File: config.mk
export PLATFORM = sky130hd
export DESIGN_NAME = fim_rdack_rr_arb
export DESIGN_NICKNAME = d
export VERILOG_FILES = /design/src/rtl/fim_arb_pkg.sv /design/src/rtl/fim_rr_pick.sv /design/src/rtl/fim_rdack_rr_arb.sv
export SDC_FILE = /design/constraint.sdc
export NUM_CORES = 1
export LEC_CHECK = 0
export BUFFER_PORTS_ARGS = -buffer_cell sky130_fd_sc_hd__buf_2
export CAP_MARGIN = 15
export CORE_UTILIZATION = 43
export DETAILED_ROUTE_END_ITERATION = 10
export HOLD_SLACK_MARGIN = 0.06
export PLACE_DENSITY = 0.89
export SLEW_MARGIN = 5
export SYNTH_ARGS = -nofsm -noshare
export SYNTH_HDL_FRONTEND = slang
export SYNTH_HIERARCHICAL = 1
export SYNTH_SLANG_ARGS = --single-unit
File: constraint.sdc
create_clock -name clk -period 3.85 [get_ports clk]
set_clock_uncertainty 0.2 [all_clocks]
set_input_delay 0.1925 -clock clk [delete_from_list [all_inputs] [get_ports clk]]
set_output_delay 0.1925 -clock clk [all_outputs]
set_load 0.02 [all_outputs]
File: src/rtl/fim_arb_pkg.sv
// Shared types and the rotating-priority search used by the rdack round-robin arbiter.
package fim_arb_pkg;

  typedef enum logic {
    ARB  = 1'b0,
    LOCK = 1'b1
  } t_arb_state;

  localparam int MAX_PORTS = 16;

  // Returns {found, idx}: first set bit of valid_vec after last_ptr, wrapping at num_ports.
  function automatic logic [4:0] rr_next(input logic [15:0] valid_vec,
                                         input logic [3:0]  last_ptr,
                                         input int          num_ports);
    logic [4:0] res;
    int         idx;
    res = '0;
    for (int k = 1; k <= MAX_PORTS; k++) begin
      idx = int'(last_ptr) + k;
      if (idx >= num_ports) idx = idx - num_ports;
      if (k <= num_ports && !res[4] && valid_vec[idx[3:0]]) res = {1'b1, idx[3:0]};
    end
    return res;
  endfunction

endpackage

File: src/rtl/fim_rr_pick.sv
// Combinational rotating priority encoder: one-hot grant and index of the next requester after last_ptr.
module fim_rr_pick
  import fim_arb_pkg::*;
#(
  parameter int NUM_PORTS = 4,
  parameter int PORT_W    = $clog2(NUM_PORTS)
) (
  input  logic [NUM_PORTS-1:0] req,
  input  logic [PORT_W-1:0]    last_ptr,
  output logic [NUM_PORTS-1:0] grant,
  output logic [PORT_W-1:0]    idx,
  output logic                 found
);

  logic [15:0] req_ext;
  logic [3:0]  last_ext;
  logic [4:0]  res;

  always_comb begin
    req_ext                 = '0;
    req_ext[NUM_PORTS-1:0]  = req;
    last_ext                = '0;
    last_ext[PORT_W-1:0]    = last_ptr;
    res                     = rr_next(req_ext, last_ext, NUM_PORTS);
    found                   = res[4];
    idx                     = res[PORT_W-1:0];
    grant                   = '0;
    for (int i = 0; i < NUM_PORTS; i++) begin
      grant[i] = res[4] && (res[3:0] == 4'(i));
    end
  end

endmodule

File: src/rtl/fim_rdack_rr_arb.sv
// Round-robin arbiter draining NUM_PORTS rdack-style FIFOs into one registered valid/ready stream,
// optionally holding the grant for a whole packet (PKT_MODE=1).
module fim_rdack_rr_arb
  import fim_arb_pkg::*;
#(
  parameter int NUM_PORTS  = 4,
  parameter int DATA_WIDTH = 32,
  parameter int PKT_MODE   = 1,
  parameter int EOP_BIT    = DATA_WIDTH - 1,
  parameter int PORT_W     = $clog2(NUM_PORTS)
) (
  input  logic                            clk,
  input  logic                            rst,
  input  logic [NUM_PORTS-1:0]            in_rvalid,
  input  logic [NUM_PORTS*DATA_WIDTH-1:0] in_rdata,
  output logic [NUM_PORTS-1:0]            in_rdack,
  output logic                            out_valid,
  output logic [DATA_WIDTH-1:0]           out_data,
  output logic [PORT_W-1:0]               out_port,
  input  logic                            out_ready,
  output logic                            locked
);

  t_arb_state state, state_nxt;
  logic [PORT_W-1:0]     last_ptr, last_ptr_nxt;
  logic [PORT_W-1:0]     lock_port, lock_port_nxt;
  logic                  locked_nxt;
  logic [NUM_PORTS-1:0]  pick_grant;
  logic [PORT_W-1:0]     pick_idx;
  logic                  pick_found;
  logic [NUM_PORTS-1:0]  lock_onehot;
  logic [NUM_PORTS-1:0]  grant_vec;
  logic [PORT_W-1:0]     g;
  logic                  have_grant;
  logic                  can_load;
  logic                  accept;
  logic                  eop;
  logic [DATA_WIDTH-1:0] sel_data;

  fim_rr_pick #(
    .NUM_PORTS(NUM_PORTS),
    .PORT_W   (PORT_W)
  ) u_pick (
    .req     (in_rvalid),
    .last_ptr(last_ptr),
    .grant   (pick_grant),
    .idx     (pick_idx),
    .found   (pick_found)
  );

  // While locked only the packet owner competes; rst gates rdack so no beat is lost into a resetting stage.
  always_comb begin
    can_load = ~out_valid | out_ready;
    for (int i = 0; i < NUM_PORTS; i++) begin
      lock_onehot[i] = (PORT_W'(i) == lock_port);
    end
    if (state == LOCK) begin
      g          = lock_port;
      have_grant = in_rvalid[lock_port];
      grant_vec  = lock_onehot;
    end else begin
      g          = pick_idx;
      have_grant = pick_found;
      grant_vec  = pick_grant;
    end
    accept   = have_grant & can_load & ~rst;
    in_rdack = accept ? grant_vec : '0;
    sel_data = '0;
    for (int i = 0; i < NUM_PORTS; i++) begin
      if (PORT_W'(i) == g) sel_data = in_rdata[i*DATA_WIDTH +: DATA_WIDTH];
    end
    eop = sel_data[EOP_BIT];
  end

  always_comb begin
    state_nxt     = state;
    last_ptr_nxt  = last_ptr;
    lock_port_nxt = lock_port;
    if (accept) begin
      if (PKT_MODE != 0 && !eop) begin
        state_nxt     = LOCK;
        lock_port_nxt = g;
      end else begin
        state_nxt    = ARB;
        last_ptr_nxt = g;
      end
    end
    locked_nxt = (state_nxt == LOCK);
  end

  always_ff @(posedge clk or posedge rst) begin
    if (rst) begin
      state     <= ARB;
      last_ptr  <= PORT_W'(NUM_PORTS - 1);
      lock_port <= '0;
      locked    <= 1'b0;
    end else begin
      state     <= state_nxt;
      last_ptr  <= last_ptr_nxt;
      lock_port <= lock_port_nxt;
      locked    <= locked_nxt;
    end
  end

  always_ff @(posedge clk or posedge rst) begin
    if (rst) begin
      out_valid <= 1'b0;
      out_data  <= '0;
      out_port  <= '0;
    end else if (accept) begin
      out_valid <= 1'b1;
      out_data  <= sel_data;
      out_port  <= g;
    end else if (out_ready) begin
      out_valid <= 1'b0;
    end
  end

endmodule

Yosys cells after proc, flatten, opt, wreduce, memory -nomap -nowiden
Index checks and enable logic that the tools add are counted.

Bits in registers: 40. Bits of input ports: 135.

$lt $le $gt $ge: 9. Bitwise gates (word level): 6. Reductions and logical operators: 16. Eq/ne operators: 9. Multiplexer cells: 29. $add $sub $neg: 8.

Operators with widths (number): $ge 32x4->1 const B (4); $mux 32 (4); $mux 4 (6); $lt 4x5->1 const B (4); $mux 5 (4); $bmux 1 s4 (4); $sub 4x4->4 const B (4); $mux 1 (9); $eq 2x2->1 const A (4); $eq 4x2->1 const B (2); $logic_and 1x1->1 (7); $add 2x2->3 const B (2); $add 2x3->4 const B (1); $eq 1x2->1 const A (2); $eq 4x1->1 const B (1); $logic_not 2->1 (2); $logic_not 4->1 (1); $reduce_and 2->1 (2); $add 2x1->3 const B (1); $logic_not 1->1 (3); $lt 2x3->1 const B (1); $not 1->1 (3); $and 1x1->1 (2); $bmux 1 s2 (1); 3 further kinds (3).

Logic depth before layout (Yosys ltp)
Gate-level depths: netlist of run 1.

Depth after elaboration: 23. Gate-level depth with buffers: 15.

Cells and area by module
The synthesis of run 1 kept the hierarchy.

Modules (own cells, without submodules): fim_rdack_rr_arb (sequential area each 1003.5 um2, cells each 162, area each 2456.1 um2, times used 1); fim_rr_pick (sequential area each 0.0 um2, cells each 45, area each 376.6 um2, times used 1).

Worst setup path after synthesis of run 1
No wires, ideal clock.

Path type: flip-flop to flip-flop. From: reg last_ptr[0]. To: reg lock_port[1]. Path slack: 0.382 ns. Cell stages (with the launch flop): 14. Period minus slack after synthesis: 3.468 ns. Required time: 3.525 ns. Arrival: 3.143 ns. Cell sequence: dfstp_2 > buf_6 > inv_1 > ha_1 > or3_1 > a221oi_4 > inv_2 > mux2_4 > buf_6 > buf_6 > nand2_1 > nand3b_1 > a21oi_1 > mux2_2.

Cells in the longest elaborated chain, start to end: 23. Elaborated cells between the ends (all ways): 48. Those cells by class: add/sub (8); order compare (4); eq/ne (3); mux (22); bitwise (3); reduce/logical (8).

Ends and longest elaborated chain: start: declaration (RTL line fim_rdack_rr_arb.sv:25) `logic [PORT_W-1:0] last_ptr, last_ptr_nxt;`; start signal: assignment (RTL line fim_rdack_rr_arb.sv:94) `last_ptr <= PORT_W'(NUM_PORTS - 1);`; start signal: assignment (RTL line fim_rdack_rr_arb.sv:99) `last_ptr <= last_ptr_nxt;`; $add 2x1->3 (RTL line fim_arb_pkg.sv:19) `idx = int'(last_ptr) + k;`; $ge 32x4->1 or $sub 4x4->4 (tied branches) (RTL line fim_arb_pkg.sv:20) `if (idx >= num_ports) idx = idx - num_ports;`; $mux 4 (RTL line fim_arb_pkg.sv:20); $bmux 1 s4 (RTL line fim_arb_pkg.sv:21) `if (k <= num_ports && !res[4] && valid_vec[idx[3:0]]) res = {1'b1, idx[3:0]};`; $mux 1 (not written as such) (RTL line fim_arb_pkg.sv:21); $mux 5 (RTL line fim_arb_pkg.sv:21); $logic_not 1->1 (RTL line fim_arb_pkg.sv:21); $logic_and 1x1->1 (RTL line fim_arb_pkg.sv:21); [5 not listed]; $logic_and 1x1->1 (RTL line fim_arb_pkg.sv:21); $mux 5 * (RTL line fim_arb_pkg.sv:21); net pick_idx[1] (RTL line fim_rdack_rr_arb.sv:29) `logic [PORT_W-1:0] pick_idx;`; $mux 2 * (RTL line fim_rdack_rr_arb.sv:57) `if (state == LOCK) begin`; $logic_not 2->1 (RTL line fim_rdack_rr_arb.sv:70) `if (PORT_W'(i) == g) sel_data = in_rdata[i*DATA_WIDTH +: DATA_WIDTH];`; $mux 32 (4 in series) (RTL line fim_rdack_rr_arb.sv:70); $not 1->1 (no source line); $reduce_and 2->1 (no source line); end signal: assignment (RTL line fim_rdack_rr_arb.sv:100) `lock_port <= lock_port_nxt;`; end: declaration (RTL line fim_rdack_rr_arb.sv:26) `logic [PORT_W-1:0] lock_port, lock_port_nxt;`.

The timed path passes the listed nets; every way through them passes the cells marked *. The select of a mux whose other input is x is not followed. A chain may end at the register's enable or synchronous reset.

Final worst setup path of run 1
From: reg last_ptr[1]. To: reg lock_port[1].

Same word-level chain as after synthesis.

==> results of run 1 <==
synth_stat cells, types with 2 or more instances:
| master | n | area [µm²] |
|---|---|---|
| a21oi_1 | 5 | 25.0 |
| buf_2 | 9 | 45.0 |
| buf_6 | 4 | 45.0 |
| dfrtp_1 | 38 | 951 |
| dfstp_2 | 2 | 52.6 |
| ha_1 | 5 | 62.6 |
| inv_1 | 5 | 18.8 |
| mux2_2 | 34 | 383 |
| mux2i_1 | 10 | 100 |
| mux4_1 | 2 | 52.6 |
| mux4_2 | 30 | 676 |
| nand2_1 | 10 | 37.5 |
| nand3_1 | 3 | 15.0 |
| nand3b_1 | 3 | 22.5 |
| nor2_1 | 12 | 45.0 |
| nor3_1 | 4 | 20.0 |
| o21ai_0 | 4 | 20.0 |
| o221ai_1 | 2 | 17.5 |
| o22a_1 | 3 | 26.3 |
repair_timing:
item / in CTS / in global routing
hold buffers: 2 / 0
gates resized for setup: 0 / 5
hold endpoints to repair: 39 / 0
endpoints found under the setup margin: 0 / 26
buffers inserted: 0 / 1
metrics by stage:
step | instances | utilization | power [µW] | cell area [µm²] | worst slack [ps]
after global routing | 459 | 0.615 | 3710 | 3910 | 35.6
after CTS | 458 | 0.607 | 3430 | 3850 | 2.62
final | 459 | 0.615 | 3480 | 3910 | 200
after floorplan | 207 | - | 2660 | 2830 | 382
after detailed placement | 448 | 0.591 | 3150 | 3750 | 25.5
after global placement | 448 | 0.591 | 3040 | 3750 | 218
cell families after synthesis:
kind of cell,count (synthesis)
fa+ha+maj,5
compound gates,24
mux,77
flops,40
buf+inv,22
simple gates,39
critical path, stage by stage, from the launching register on:
cell and delay (ps):
dfstp_2 610, inv_1 130, ha_2 410, a21bo_2 250, nor2_1 90, nor2_1 80
a221oi_4 330, inv_2 100, mux2_8 460, mux2i_4 220, nand2_1 110, a21oi_1 180
mux2_2 350
sequential cells by signal, summed over array words and instances (netlist names):
name and flops:
state 1, lock_port 2, out_valid 1, last_ptr 2, out_port 2, out_data 32
per-layer routing:
layer,GRT usage,vias to the layer above
met1,0.264,1224
met4,0.0643,0
met3,0.0467,17
met5,0,-
met2,0.416,118
li1,-,1145
power breakdown:
| group | internal [µW] | switching, µW | total [µW] |
|---|---|---|---|
| combinational | 1230 | 1180 | 2410 |
| sequential | 647 | 147 | 794 |
| clock | 130 | 144 | 274 |
| total | 2010 | 1470 | 3480 |
path summary, 6_finish.rpt:
check                                          from                        to  slack (ps)  depth (start not counted)
max                         last_ptr[1]$_DFFE_PP1P_  lock_port[1]$_DFFE_PP0P_         200                         12
min                                    in_rdata[31]   last_ptr[0]$_DFFE_PP1P_          90                          4
max reg2reg                 last_ptr[1]$_DFFE_PP1P_  lock_port[1]$_DFFE_PP0P_         200                         12
min reg2reg                out_data[31]$_DFFE_PP0P_  out_data[31]$_DFFE_PP0P_         270                          2
max in group asynchronous                       rst   last_ptr[0]$_DFFE_PP1P_        2620                          4
min in group asynchronous                       rst  out_data[14]$_DFFE_PP0P_         460                          4
final cells by class:
type                            count  area, µm²
Fill cell                         528       2440
Multi-Input combinational cell    145       1730
Sequential cell                    40       1000
Timing Repair Buffer              182        961
Tap cell                           77       96.3
Clock buffer                        7       76.3
Inverter                            7       26.3
Clock inverter                      1       8.76
==> impl_metrics.env, run 1 <==
export IMPL_status="completed"
export IMPL_clkTransAtPathRegs_ps=80
export IMPL_syn_cell_area_um2=2830
export IMPL_setup_viol=0
export IMPL_yosys_warnings=6
export IMPL_hold_violations=0
export IMPL_wl_met2_um=4150
export IMPL_die_w_um=83.2
export IMPL_synth_area_per_cell_um2=13.7
export IMPL_netlist_instances=207
export IMPL_dp_hpwl_um=6170
export IMPL_syn_to_final_growth_pct=37.9
export IMPL_grt_start_max_net_pins=41
export IMPL_yosys_area_share_simple=0.0671
export IMPL_htreeDepth=2
export IMPL_cts_root_buf="clkbuf_8"
export IMPL_ys_ff_latch=40
export IMPL_setup_tns_final_ps=0
export IMPL_top_layer_used="met4"
export IMPL_num_vias=2504
export IMPL_async_reset_ff_frac=1.00
export IMPL_layout_commonest_cell="buf_2"
export IMPL_viasPerCell=5.46
export IMPL_synth_ff_type="dfrtp_1"
export IMPL_synth_top_family_by_area="multiplexers"
export IMPL_numCtsBuffers=5
export IMPL_row_count=29
export IMPL_synth_nets=347
export IMPL_drt_wl_total_um=7610
export IMPL_final_cell_mix="buf_2 (174), dfrtp_1 (38), mux2_2 (34)"
export IMPL_antenna_found_initial=0
export IMPL_die_h_um=83.2
export IMPL_wl_per_cell_um=16.6
export IMPL_cap_violations=0
export IMPL_ys_seq_area_frac=0.354
export IMPL_start_kind="flip-flop"
export IMPL_numClockSinks=40
export IMPL_dr_first_iter_drc_count=78
export IMPL_synthXorXnorAreaFrac=0
export IMPL_grt_pass1_wl_um=12300
export IMPL_post_route_drc_count=0
export IMPL_rsz0062_at_grt="no"
export IMPL_start_util=0.446
export IMPL_clockBufferDepth=2
export IMPL_hold_path_class="in -> reg"
export IMPL_cp_arrival_ps=3610
export IMPL_gp_congestion=0.832
export IMPL_hold_slack_ps=93.3
export IMPL_cts_tree="yes"
export IMPL_core_um2=6350
export IMPL_max_clock_freq_mhz=274
export IMPL_yosys_area_share_adder=0.0221
export IMPL_boundaryPins=175
export IMPL_critPathMaxFanout=35
export IMPL_firstDrtPassIters=4
export IMPL_numPortBuffers=174
export IMPL_drive_above_1_share=0.704
export IMPL_worstSetupEndpointType="flip-flop"
export IMPL_final_max_slew_viol_count=0
export IMPL_die_area_um2=6920
export IMPL_clock_latency_ps=280
export IMPL_wl_met3_um=476
export IMPL_relSlewSlack=0.652
export IMPL_globalRouteOverflowTotal=0
export IMPL_synth_distinct_cells=41
export IMPL_grt_pass1_vias=2534
export IMPL_power_density_nw_per_um2=890
export IMPL_synth_compound_area_frac=0.0702
export IMPL_synth_enable_flop_cells=0
export IMPL_num_nets_final=521
export IMPL_n_antenna_cell=0
export IMPL_synth_mux_area_frac=0.433
export IMPL_crit_type="reg -> reg"
export IMPL_p_leak_uw=0.00187
export IMPL_track_usage=0.226
export IMPL_routedLengthMet1_um=2830
export IMPL_worst_slew_pin_slew_ps=522
export IMPL_detail_route_antenna_nets=0
export IMPL_period_share=0.948
export IMPL_vdd_drop_max_v=0.000723
export IMPL_required_ps=3810
export IMPL_period_needed_ps=3650
No activity file was read; power rests on OpenSTA's default activity.
==> run 2, diff against run 1 <==
Settings changed: PLACE_DENSITY 0.89 to 0.81, SYNTH_HIERARCHICAL 1 to unset.
==> impl_metrics.env, run 2 <==
export IMPL_status="completed"
export IMPL_p_leak_uw=0.00207
export IMPL_clkTransAtPathRegs_ps=90
export IMPL_period_needed_ps=3650
export IMPL_synth_enable_flop_cells=0
export IMPL_numClockSinks=40
export IMPL_relSlewSlack=0.645
export IMPL_numCtsBuffers=5
export IMPL_hold_slack_ps=104
export IMPL_critPathMaxFanout=22
export IMPL_yosys_warnings=0
export IMPL_period_share=0.948
export IMPL_hold_violations=0
export IMPL_crit_type="reg -> reg"
export IMPL_top_register="out_data"
export IMPL_async_reset_ff_frac=1.00
export IMPL_clockBufferDepth=2
export IMPL_grt_start_max_net_pins=41
export IMPL_gp_congestion=0.893
export IMPL_htreeDepth=2
export IMPL_grt_pass1_wl_um=12000
export IMPL_numPortBuffers=174
export IMPL_synth_distinct_cells=41
export IMPL_worst_slew_pin_slew_ps=532
export IMPL_cts_root_buf="clkbuf_8"
export IMPL_dp_hpwl_um=6180
export IMPL_firstDrtPassIters=4
export IMPL_netlist_top_cells_area="dfrtp_1 (34%), mux4_2 (26%), nand2_1 (14%)"
export IMPL_track_usage=0.237
export IMPL_detail_route_antenna_nets=0
export IMPL_post_route_drc_count=0
export IMPL_n_antenna_cell=0
export IMPL_max_clock_freq_mhz=274
export IMPL_die_h_um=82.4
export IMPL_die_area_um2=6790
export IMPL_start_kind="flip-flop"
export IMPL_grt_most_used_layer="met2"
export IMPL_num_vias=2719
export IMPL_synth_ff_type="dfrtp_1"
export IMPL_worstSetupEndpointType="flip-flop"
export IMPL_ys_ff_latch=40
export IMPL_syn_to_final_growth_pct=41.1
export IMPL_final_cell_mix="buf_2 (174), nand2_1 (104), dfrtp_1 (38)"
export IMPL_rsz0062_at_grt="no"
export IMPL_cap_violations=0
export IMPL_layout_commonest_cell="buf_2"
export IMPL_grt_pass1_vias=2688
export IMPL_setup_tns_final_ps=0
export IMPL_cts_tree="yes"
export IMPL_vdd_drop_max_v=0.000632
export IMPL_synth_most_common_cell="nand2_1"
export IMPL_synth_common_cells="nand2_1 (104), dfrtp_1 (38), mux4_2 (32), a21oi_1 (10), clkbuf_1 (8)"
export IMPL_antenna_found_initial=0
export IMPL_wl_per_cell_um=15.6
export IMPL_drt_wl_total_um=8030
export IMPL_globalRouteOverflowTotal=0
export IMPL_viasPerCell=5.28
export IMPL_grt_use_met3=0.0429
export IMPL_core_um2=6060
export IMPL_syn_cell_area_um2=2780
export IMPL_num_nets_final=579
export IMPL_ys_seq_area_frac=0.361
export IMPL_hold_path_class="in -> reg"
export IMPL_dr_first_iter_drc_count=121
export IMPL_drive_above_1_share=0.559
export IMPL_start_util=0.459
export IMPL_synth_top_area_share=0.342
export IMPL_rrSetupSlack_ps=200
export IMPL_required_ps=3820
export IMPL_largest_reg_flops=32
export IMPL_met2_usage=0.433
export IMPL_setup_viol=0
export IMPL_met1_usage=0.272
export IMPL_boundaryPins=175
export IMPL_clock_latency_ps=300
export IMPL_row_count=28
export IMPL_synth_area_per_cell_um2=10.7
export IMPL_cp_arrival_ps=3620
export IMPL_netlist_instances=260
export IMPL_power_density_nw_per_um2=1060
export IMPL_synth_area_leader_cell="dfrtp_1"
export IMPL_synth_nets=400
export IMPL_die_w_um=82.4
export IMPL_final_max_slew_viol_count=0
==> run 2: cell types whose count changed in the layout (fill, tap and decap cells not counted), sizes merged, moves of 3 or more <==
cell / before / now
nand2: 11 / 104
mux2: 35 / 5
nor2: 12 / 6
a21oi: 5 / 10
dlygate4sd3: 2 / 6
mux2i: 10 / 6
buf: 180 / 183
nand3: 3 / 0
nand3b: 3 / 0
nor3: 4 / 1
==> run 2: critical path, stage by stage (launching register included) <==
cell and delay [ps]:
dfstp_2 600, inv_1 120, ha_1 360, a21bo_2 210
a2bb2oi_1 160, and4bb_4 290, a21oi_1 130, o31ai_4 300
buf_12 240, mux2i_1 200, dlygate4sd3_1 590, o221ai_1 120
==> run 2: timing repair <==
action	4_1_cts	5_1_grt
buffers inserted	0	2
hold buffers	6	0
endpoints found under the hold margin	40	0
setup endpoints to repair	3	3
resized for setup	3	3
pin swaps	0	1
==> run 2: final cells by class <==
cell class	instances	area [µm²]
Clock buffer	5	68.8
Clock inverter	3	46.3
Fill cell	508	2140
Inverter	6	23.8
Multi-Input combinational cell	197	1670
Sequential cell	40	1000
Tap cell	75	93.8
Timing Repair Buffer	189	1010
==> run 2: per-stage QoR <==
stage / std cells / utilization / area, µm² / setup slack, ps / power [µW]
after detailed placement: 499 / 0.613 / 3720 / 133 / 3730
final: 515 / 0.647 / 3920 / 200 / 4160
after CTS: 513 / 0.644 / 3900 / 45.8 / 4150
after global routing: 515 / 0.647 / 3920 / 24.0 / 4500
after floorplan: 260 / - / 2780 / 499 / 3110
after global placement: 499 / 0.613 / 3720 / 278 / 3650
==> run 2: metal layers <==
layer,vias up,wire (µm),share of wire
li1,1283,-,-
met1,1298,2910,0.36
met2,126,4400,0.55
met3,12,587,0.073
met4,0,131,0.016
met5,-,0,0
==> run 2: path summary, 6_finish.rpt <==
| path | from | end | cells after the start |
|---|---|---|---|
| max | last_ptr[1]$_DFFE_PP1P_ | out_data[28]$_DFFE_PP0P_ | 11 |
| min | in_rdata[88] | out_data[24]$_DFFE_PP0P_ | 4 |
| max reg2reg | last_ptr[1]$_DFFE_PP1P_ | out_data[28]$_DFFE_PP0P_ | 11 |
| min reg2reg | out_data[20]$_DFFE_PP0P_ | out_data[20]$_DFFE_PP0P_ | 2 |
| max in group asynchronous | rst | last_ptr[0]$_DFFE_PP1P_ | 4 |
| min in group asynchronous | rst | out_data[28]$_DFFE_PP0P_ | 4 |
==> run 2: kinds of logic (layout without fill, tap and decap cells) <==
group	count (synthesis)	count (layout)	share of synthesized area
compound gates	29	29	0.0806
buf+inv	23	203	0.0473
fa+ha+maj	5	5	0.0225
mux	43	43	0.306
simple gates	120	120	0.182
flops	40	40	0.361
==> run 2: where the power goes <==
group / leakage [µW] / switching, µW / total [µW] / internal [µW]
sequential: 0.000488 / 141 / 787 / 646
clock: 0.0000548 / 161 / 356 / 195
combinational: 0.00153 / 1560 / 3020 / 1460
